`src/rtl/ysyx_22050710_sram_arbiter.sv`:
```
// Two-master (fetch, execute) to one-slave arbiter for the SRAM-like memory port.
// Source of every accepted request is queued in order so responses route back to their issuer.
module ysyx_22050710_sram_arbiter #(
    parameter int SRAM_ADDR_WD  = 32,
    parameter int SRAM_DATA_WD  = 64,
    parameter int SRAM_WMASK_WD = 8,
    parameter int OUTSTANDING   = 2
) (
    input  logic                     i_clk,
    input  logic                     i_rst,

    input  logic                     i_inst_req,
    input  logic [SRAM_ADDR_WD-1:0]  i_inst_addr,
    output logic                     o_inst_addr_ok,
    output logic                     o_inst_data_ok,
    output logic [SRAM_DATA_WD-1:0]  o_inst_rdata,

    input  logic                     i_data_req,
    input  logic                     i_data_op,
    input  logic [1:0]               i_data_size,
    input  logic [SRAM_ADDR_WD-1:0]  i_data_addr,
    input  logic [SRAM_WMASK_WD-1:0] i_data_wstrb,
    input  logic [SRAM_DATA_WD-1:0]  i_data_wdata,
    output logic                     o_data_addr_ok,
    output logic                     o_data_data_ok,
    output logic [SRAM_DATA_WD-1:0]  o_data_rdata,

    output logic                     o_mem_req,
    output logic                     o_mem_op,
    output logic [1:0]               o_mem_size,
    output logic [SRAM_ADDR_WD-1:0]  o_mem_addr,
    output logic [SRAM_WMASK_WD-1:0] o_mem_wstrb,
    output logic [SRAM_DATA_WD-1:0]  o_mem_wdata,
    input  logic                     i_mem_addr_ok,
    input  logic                     i_mem_data_ok,
    input  logic [SRAM_DATA_WD-1:0]  i_mem_rdata
);

    localparam int PTR_W = (OUTSTANDING > 1) ? $clog2(OUTSTANDING) : 1;
    localparam int CNT_W = $clog2(OUTSTANDING) + 1;
    localparam logic [PTR_W-1:0] PTR_LAST = PTR_W'(OUTSTANDING - 1);
    localparam logic [CNT_W-1:0] CNT_MAX  = CNT_W'(OUTSTANDING);

    logic             lock_q, lock_d;
    logic             lock_sel_q, lock_sel_d;
    logic             src_q [OUTSTANDING];
    logic [PTR_W-1:0] wr_ptr_q, wr_ptr_d;
    logic [PTR_W-1:0] rd_ptr_q, rd_ptr_d;
    logic [CNT_W-1:0] count_q, count_d;

    logic grant_data;
    logic grant_req;
    logic accepted;
    logic pop;
    logic head_data;

    // A stalled request keeps its grant until the slave takes it.
    always_comb begin
        grant_data = lock_q ? lock_sel_q : i_data_req;
        grant_req  = grant_data ? i_data_req : i_inst_req;
        o_mem_req  = grant_req && (count_q < CNT_MAX);
        accepted   = o_mem_req && i_mem_addr_ok;

        o_mem_op    = 1'b0;
        o_mem_size  = 2'd0;
        o_mem_addr  = '0;
        o_mem_wstrb = '0;
        o_mem_wdata = '0;
        if (o_mem_req) begin
            if (grant_data) begin
                o_mem_op    = i_data_op;
                o_mem_size  = i_data_size;
                o_mem_addr  = i_data_addr;
                o_mem_wstrb = i_data_wstrb;
                o_mem_wdata = i_data_wdata;
            end else begin
                o_mem_size  = 2'd3;
                o_mem_addr  = i_inst_addr;
            end
        end

        o_data_addr_ok = accepted && grant_data;
        o_inst_addr_ok = accepted && !grant_data;
    end

    // Responses with nothing outstanding are dropped without touching state.
    always_comb begin
        pop            = i_mem_data_ok && (count_q != '0);
        head_data      = src_q[rd_ptr_q];
        o_data_data_ok = pop && head_data;
        o_inst_data_ok = pop && !head_data;
        o_data_rdata   = o_data_data_ok ? i_mem_rdata : '0;
        o_inst_rdata   = o_inst_data_ok ? i_mem_rdata : '0;
    end

    always_comb begin
        lock_d     = lock_q;
        lock_sel_d = lock_sel_q;
        if (accepted) begin
            lock_d = 1'b0;
        end else if (o_mem_req) begin
            lock_d     = 1'b1;
            lock_sel_d = grant_data;
        end

        wr_ptr_d = wr_ptr_q;
        if (accepted) begin
            wr_ptr_d = (wr_ptr_q == PTR_LAST) ? '0 : wr_ptr_q + 1'b1;
        end

        rd_ptr_d = rd_ptr_q;
        if (pop) begin
            rd_ptr_d = (rd_ptr_q == PTR_LAST) ? '0 : rd_ptr_q + 1'b1;
        end

        count_d = count_q;
        if (accepted && !pop) begin
            count_d = count_q + 1'b1;
        end else if (pop && !accepted) begin
            count_d = count_q - 1'b1;
        end
    end

    always_ff @(posedge i_clk) begin
        if (i_rst) begin
            lock_q     <= 1'b0;
            lock_sel_q <= 1'b0;
            wr_ptr_q   <= '0;
            rd_ptr_q   <= '0;
            count_q    <= '0;
        end else begin
            lock_q     <= lock_d;
            lock_sel_q <= lock_sel_d;
            wr_ptr_q   <= wr_ptr_d;
            rd_ptr_q   <= rd_ptr_d;
            count_q    <= count_d;
        end
    end

    // Entries are only read while counted as valid, so they need no reset.
    always_ff @(posedge i_clk) begin
        if (accepted) begin
            src_q[wr_ptr_q] <= grant_data;
        end
    end

endmodule

```
`config.mk`:
```
export PLATFORM = sky130hd
export DESIGN_NAME = ysyx_22050710_sram_arbiter
export DESIGN_NICKNAME = d
export VERILOG_FILES = /design/src/rtl/ysyx_22050710_sram_arbiter.sv
export SDC_FILE = /design/constraint.sdc
export NUM_CORES = 1
export LEC_CHECK = 0
export BUFFER_PORTS_ARGS = -buffer_cell sky130_fd_sc_hd__buf_2
export CAP_MARGIN = 20
export CORE_AREA = 2 2 173 175
export DETAILED_ROUTE_END_ITERATION = 7
export DIE_AREA = 0 0 175 177
export PLACE_DENSITY = 0.38
export SYNTH_ARGS = -nofsm -noshare
export SYNTH_HDL_FRONTEND = slang
export SYNTH_SLANG_ARGS = --single-unit
```
`constraint.sdc`:
```
create_clock -name i_clk -period 2.3 [get_ports i_clk]
set_input_delay 0.115 -clock i_clk [delete_from_list [all_inputs] [get_ports i_clk]]
set_output_delay 0.115 -clock i_clk [all_outputs]
set_load 0.005 [all_outputs]
```
==> key figures, run 1 <==
Worst setup path
  – Worst endpoint required time: 2.47 ns
  – Worst Path Arrival: 2.22 ns
  – Crit end category: flop
  – CP Launch Type: flop
  – Setup CP Type: flop to flop
  – CP Max Fanout: 7

STA
  – Worst Slack Setup Final: 0.249 ns
  – Peak Freq: 488 MHz
  – Fin. Hold Viols: 0
  – Worst Max-Slew Pin Slew: 0.605 ns
  – Final Critical Period: 2.05 ns
  – Slew HR: 59.6%
  – Finish-stage setup viols: 0
  – Final setup TNS: 0 ns
  – Max Clock Skew: 0.000840 ns
  – Final worst path period share: 89.2%
  – Final Max Tran Viols: 0
  – RSZ-0062 raised after global routing: false

Floorplanning
  – Die ar.: 0.0310 sq mm
  – Die Wd: 175 um
  – Die height: 177 um
  – Top Ports: 449
  – Num rows: 63
  – Initial Util: 8.09%
  – Core area: 0.0292 sq mm

Power and ir drop
  – Part of the power in registers: 10.5%
  – Final Power: 2460 uW
  – Power Internal: 1390 uW
  – Leakage power: 0.00313 uW
  – Sw Share: 43.6%
  – Clock network power share: 12.6%
  – Psw: 1070 uW
  – Worst VDD drop: 0.000294 V
  – Power density cells: 481 mW/mm^2
  – Comb power frac: 76.9%

Global route
  – Largest net degree at the start of global routing: 74
  – Global-route wire length before repair: 17800 um
  – Grt ovf: 0
  – GR Util met1: 8.79%
  – Busiest layer in global routing: met2
  – Vias in the first global route: 3208
  – Met3 Usage GRT: 2.10%
  – Initial antenna violation count: 1
  – Met2 Use GR: 12.6%
  – Total global routing track utilization: 7.15%

Clocking
  – Clock buffer depth: 2
  – Post-cts sizing count: 0
  – Number of buffers created by CTS: 3
  – Post-CTS Setup Inserts: 0
  – Clock Tree Root: clkbuf_16
  – CTS Hold Bufs: 0
  – Clk_lat worst skew: 0.23 ns
  – Max H-tree Level: 1
  – Clock slew at reported path FFs: 0.04 ns
  – Clock net sink count: 9
  – CTS tree: done

Synthesis
  – Avg Inst Size Synth: 6.21 sq um
  – Post-Syn Instances: 381
  – Sequential share of the synthesized area: 8.47%
  – Post-synthesis cell type count: 33
  – Synth warnings: 0
  – Flip-flop and latch count after synthesis: 9
  – Post-Syn Nets: 591
  – Post-Syn Area: 0.00236 sq mm

Outcome
  – Outcome: finished clean

Placement
  – Pre-CTS WS: 0.247 ns
  – Post-detail-place hpwl: 10800 um
  – Port Buffer Count: 448
  – Gp weighted congestion: 0.759

Final layout
  – Fin nets: 1016
  – Synthesis-to-layout area growth: 116%
  – Share of cells above drive strength 1: 59.3%
  – Fill cell count: 3368

Job
  – Max-cap violations: 0

Routing
  – # DRC: 0
  – Initial drt markers: 87
  – Via density: 3.24
  – DRT Pass-1 Iters: 4
  – ANT nets after route: 0
  – Vias: 3872
  – Total routed wirelength: 12800 um
  – WL per Instance: 10.7 um

Worst hold path
  – Hold Path Class: input port to flop
area by class of cell:
class	instances	area, sq um	share of cell area (%)
Antenna cell	1	2.50	0.0489
Inverter	6	22.5	0.440
Multi-Input combinational cell	333	2000	39.2
Clock buffer	4	78.8	1.54
Tap cell	390	488	9.54
Sequential cell	9	200	3.91
Timing Repair Buffer	453	2320	45.3
synth_stat cells (all sizes together):
| cell type | n | area share (%) |
|---|---|---|
| o21ai | 2 | 0.42 |
| dfxtp | 7 | 5.9 |
| buf | 9 | 2.6 |
| ha | 1 | 0.53 |
| clkbuf | 24 | 4.4 |
| a21oi | 34 | 8.8 |
| nor3 | 4 | 1.1 |
| a211o | 1 | 0.42 |
| inv | 6 | 0.95 |
| nor2 | 9 | 1.4 |
| or4 | 1 | 0.32 |
| mux2i | 2 | 1.0 |
| a2111oi | 1 | 1.2 |
| mux2 | 1 | 0.63 |
| nor3b | 1 | 0.32 |
| and2 | 202 | 53 |
| nor2b | 3 | 0.79 |
| edfxtp | 2 | 2.5 |
| or3 | 1 | 0.26 |
| xor2 | 3 | 1.1 |
| a21bo | 1 | 0.69 |
| nand2 | 64 | 10 |
| a211oi | 1 | 0.53 |
| o41ai | 1 | 0.37 |
layout by cell type, fill, tap and decap left out, types with 2 or more instances in the layout:
cell type | synthesis | routed
a21oi_2 | 10 | 10
nor3_1 | 3 | 3
buf_2 | 5 | 448
clkbuf_16 | 0 | 3
buf_12 | 0 | 3
nor2b_1 | 3 | 2
a21oi_1 | 24 | 24
buf_4 | 0 | 2
edfxtp_1 | 2 | 2
nand2_1 | 64 | 64
dfxtp_1 | 7 | 7
nor2_1 | 9 | 8
and2_1 | 201 | 201
inv_1 | 5 | 5
xor2_1 | 3 | 3
critical path, stage by stage, from the launching register on:
cell	delay [ns]
dfxtp_1	0.39
a21bo_4	0.26
a2111oi_4	0.48
ha_1	0.34
or3_1	0.37
a21oi_1	0.13
cell families (layout without fill, tap and decap cells):
group	count (synthesis)	after routing	synth area share [%]
buffers and inverters	39	463	8.04
muxes	3	3	1.64
adders and majority gates	1	1	0.529
xor gates and xnor gates	3	3	1.11
other	0	1	0
DFF	9	9	8.47
and+or+nand+nor	285	285	67.8
AOI/OAI and AO/OA	41	41	12.4
final timing paths:
kind | start | end | slack [ns] | cells past startpoint
setup / recovery | lock_q$_SDFFE_PP0P_ | count_q[1]$_SDFFE_PP0P_ | 0.25 | 5
setup reg to reg | lock_q$_SDFFE_PP0P_ | count_q[1]$_SDFFE_PP0P_ | 0.25 | 5
hold / removal | i_rst | lock_q$_SDFFE_PP0P_ | 0.17 | 2
hold reg to reg | rd_ptr_q$_SDFFE_PP0P_ | rd_ptr_q$_SDFFE_PP0P_ | 0.50 | 2
metrics by stage:
stage | std cells | hold slack (ns) | cell area (sq um) | util (%)
2_1_floorplan | 381 | 0.288 | 2360 | -
3_3_place_gp | 1191 | 0.425 | 5030 | 17.2
3_5_place_dp | 1191 | 0.420 | 5030 | 17.2
4_1_cts | 1195 | 0.175 | 5110 | 17.5
5_1_grt | 1195 | 0.191 | 5110 | 17.5
6_report | 1196 | 0.171 | 5110 | 17.5
per-layer routing:
metal	vias up	share of wire, %
met4	0	0.47
met5	-	0
met2	211	49
met3	4	9.0
met1	1638	41
li1	2019	-
power groups by stage:
stage / Combinational [uW] / Sequential [uW] / Clock, uW
final: 1890 / 258 / 311
after floorplan: 1020 / 241 / 0
after CTS: 1930 / 258 / 319
after global placement: 1960 / 261 / 0
after detailed placement: 1920 / 262 / 0
after global routing: 2110 / 265 / 331
Note: power is estimated with default switching activity, not from simulation.
==> run 2, diff against run 1 <==
--- a/config.mk
+++ b/config.mk
@@ -7,10 +7,11 @@
 export LEC_CHECK = 0
 export BUFFER_PORTS_ARGS = -buffer_cell sky130_fd_sc_hd__buf_2
 export CAP_MARGIN = 20
-export CORE_AREA = 2 2 173 175
+export CORE_AREA = 2 2 177 179
 export DETAILED_ROUTE_END_ITERATION = 7
-export DIE_AREA = 0 0 175 177
-export PLACE_DENSITY = 0.38
+export DIE_AREA = 0 0 179 181
+export PLACE_DENSITY = 0.37
 export SYNTH_ARGS = -nofsm -noshare
 export SYNTH_HDL_FRONTEND = slang
 export SYNTH_SLANG_ARGS = --single-unit
+export TNS_END_PERCENT = 100
==> constraint.sdc (replaced) <==
create_clock -name i_clk -period 2.65 [get_ports i_clk]
set_input_delay 0.1325 -clock i_clk [delete_from_list [all_inputs] [get_ports i_clk]]
set_output_delay 0.1325 -clock i_clk [all_outputs]
set_load 0.005 [all_outputs]
==> key figures, run 2 (synthesis gave the netlist of run 1 again) <==
Clocking
  – Post-cts sizing count: 0
  – Number of buffers created by CTS: 3
  – CTS Hold Bufs: 0
  – Post-CTS Setup Inserts: 0
  – Clock net sink count: 9
  – CTS tree: done
  – Clock Tree Root: clkbuf_16
  – Clock slew at reported path FFs: 0.04 ns
  – Max H-tree Level: 1
  – Clk_lat worst skew: 0.23 ns
  – Clock buffer depth: 2

Worst setup path
  – Crit-path cells: o21ai_1, nor2b_4, buf_4, and2_1, buf_2
  – Worst endpoint required time: 2.52 ns
  – Slowest-stage cell, CP: dfxtp_1
  – Crit end category: primary output
  – CP Launch Type: flop
  – Worst Path Arrival: 1.97 ns
  – CP Max Fanout: 65
  – Worst r2r src: lock_q$_SDFFE_PP0P_
  – Crit path from: count_q[1]$_SDFFE_PP0P_
  – Setup CP Type: flop to primary output
  – Crit-path max cell delay: 0.53 ns
  – Worst R2R Setup Slack: 0.60 ns

STA
  – RSZ-0062 raised after global routing: false
  – Max Clock Skew: 0.00123 ns
  – Final Max Tran Viols: 0
  – Peak Freq: 476 MHz
  – Final worst path period share: 79.3%
  – Fin. Hold Viols: 0
  – Final setup TNS: 0 ns
  – Worst Max-Slew Pin Slew: 0.588 ns
  – Slew HR: 60.7%
  – Final Critical Period: 2.10 ns
  – Finish-stage setup viols: 0

Placement
  – Post-detail-place hpwl: 11700 um
  – Gp weighted congestion: 0.762
  – Port Buffer Count: 448

Power and ir drop
  – Power Internal: 1190 uW
  – Worst VDD drop: 0.000171 V
  – Power density cells: 419 mW/mm^2
  – Part of the power in registers: 10.4%
  – Leakage power: 0.00312 uW
  – Sw Share: 44.4%
  – Comb power frac: 77.0%
  – Final Power: 2140 uW
  – Psw: 949 uW
  – Clock network power share: 12.6%

Global route
  – Grt ovf: 0
  – Vias in the first global route: 3398
  – Total global routing track utilization: 7.50%
  – Largest net degree at the start of global routing: 74
  – Global-route wire length before repair: 18800 um
  – Initial antenna violation count: 1

Routing
  – Via density: 3.22
  – Vias: 3872
  – Initial drt markers: 72
  – Total routed wirelength: 13700 um
  – WL per Instance: 11.4 um
  – DRT Pass-1 Iters: 4
  – # DRC: 0
  – ANT nets after route: 0

Job
  – Max-cap violations: 0

Final layout
  – Fin nets: 1016
  – Antenna Cells: 0
  – Share of cells above drive strength 1: 59.3%
  – Commonest cells after routing, fill and taps aside: 448 x buf_2, 201 x and2_1, 64 x nand2_1
  – Synthesis-to-layout area growth: 115%
  – Fin util: 16.8%
  – Most common cell after layout, fill and taps aside: buf_2

Worst hold path
  – Min-delay src: i_rst
  – Hold Path Class: input port to flop

Floorplanning
  – Die ar.: 0.0324 sq mm
  – Die height: 181 um
  – Initial Util: 7.79%
  – Die Wd: 179 um
  – Num rows: 64
  – Core area: 0.0303 sq mm
  – Top Ports: 449

Outcome
  – Outcome: finished clean
-- run 2: cell type report --
cell class	count	area [sq um]
repair buffers	453	2290
multi-input cells	333	2000
flip-flops and latches	9	200
inverters	6	22.5
fillers	3544	25300
well taps	396	495
clock buffers	4	78.8
-- run 2: power by group through the flow --
stage | registers (uW) | logic (uW) | clock network, uW
after floorplan | 209 | 883 | 0
after global placement | 227 | 1690 | 0
after detailed placement | 227 | 1660 | 0
after CTS | 224 | 1670 | 280
after global routing | 231 | 1850 | 288
final | 223 | 1640 | 269
-- run 2: worst paths after layout --
check / end / cells past startpoint
setup / recovery: o_inst_rdata[33] / 5
hold / removal: lock_q$_SDFFE_PP0P_ / 2
hold reg to reg: rd_ptr_q$_SDFFE_PP0P_ / 2
setup reg to reg: count_q[1]$_SDFFE_PP0P_ / 5
-- run 2: per-layer routing --
metal / GRT usage (%) / up-vias / routed length [um]
met2: 13.7 / 237 / 6640
li1: - / 2017 / -
met4: 1.07 / 0 / 87
met5: 0 / - / 0
met1: 9.14 / 1610 / 5700
met3: 1.52 / 8 / 1260
-- run 2: metrics by stage --
stage	hold slack (ns)	setup WS, ns	instance area (sq um)	instances
after global routing	0.211	0.351	5090	1201
after CTS	0.190	0.494	5090	1201
after global placement	0.442	0.563	5010	1197
after floorplan	0.306	0.717	2360	381
final	0.181	0.548	5090	1201
after detailed placement	0.438	0.608	5010	1197
-- run 2: worst max-delay path, delay by kind of cell, from the launching register on --
kind	cells	cell delay, ns
AO/OA/AOI/OAI	1	0.26
AND/OR/NAND/NOR	2	0.36
buffers and inverters	2	0.52
flip-flops	1	0.53
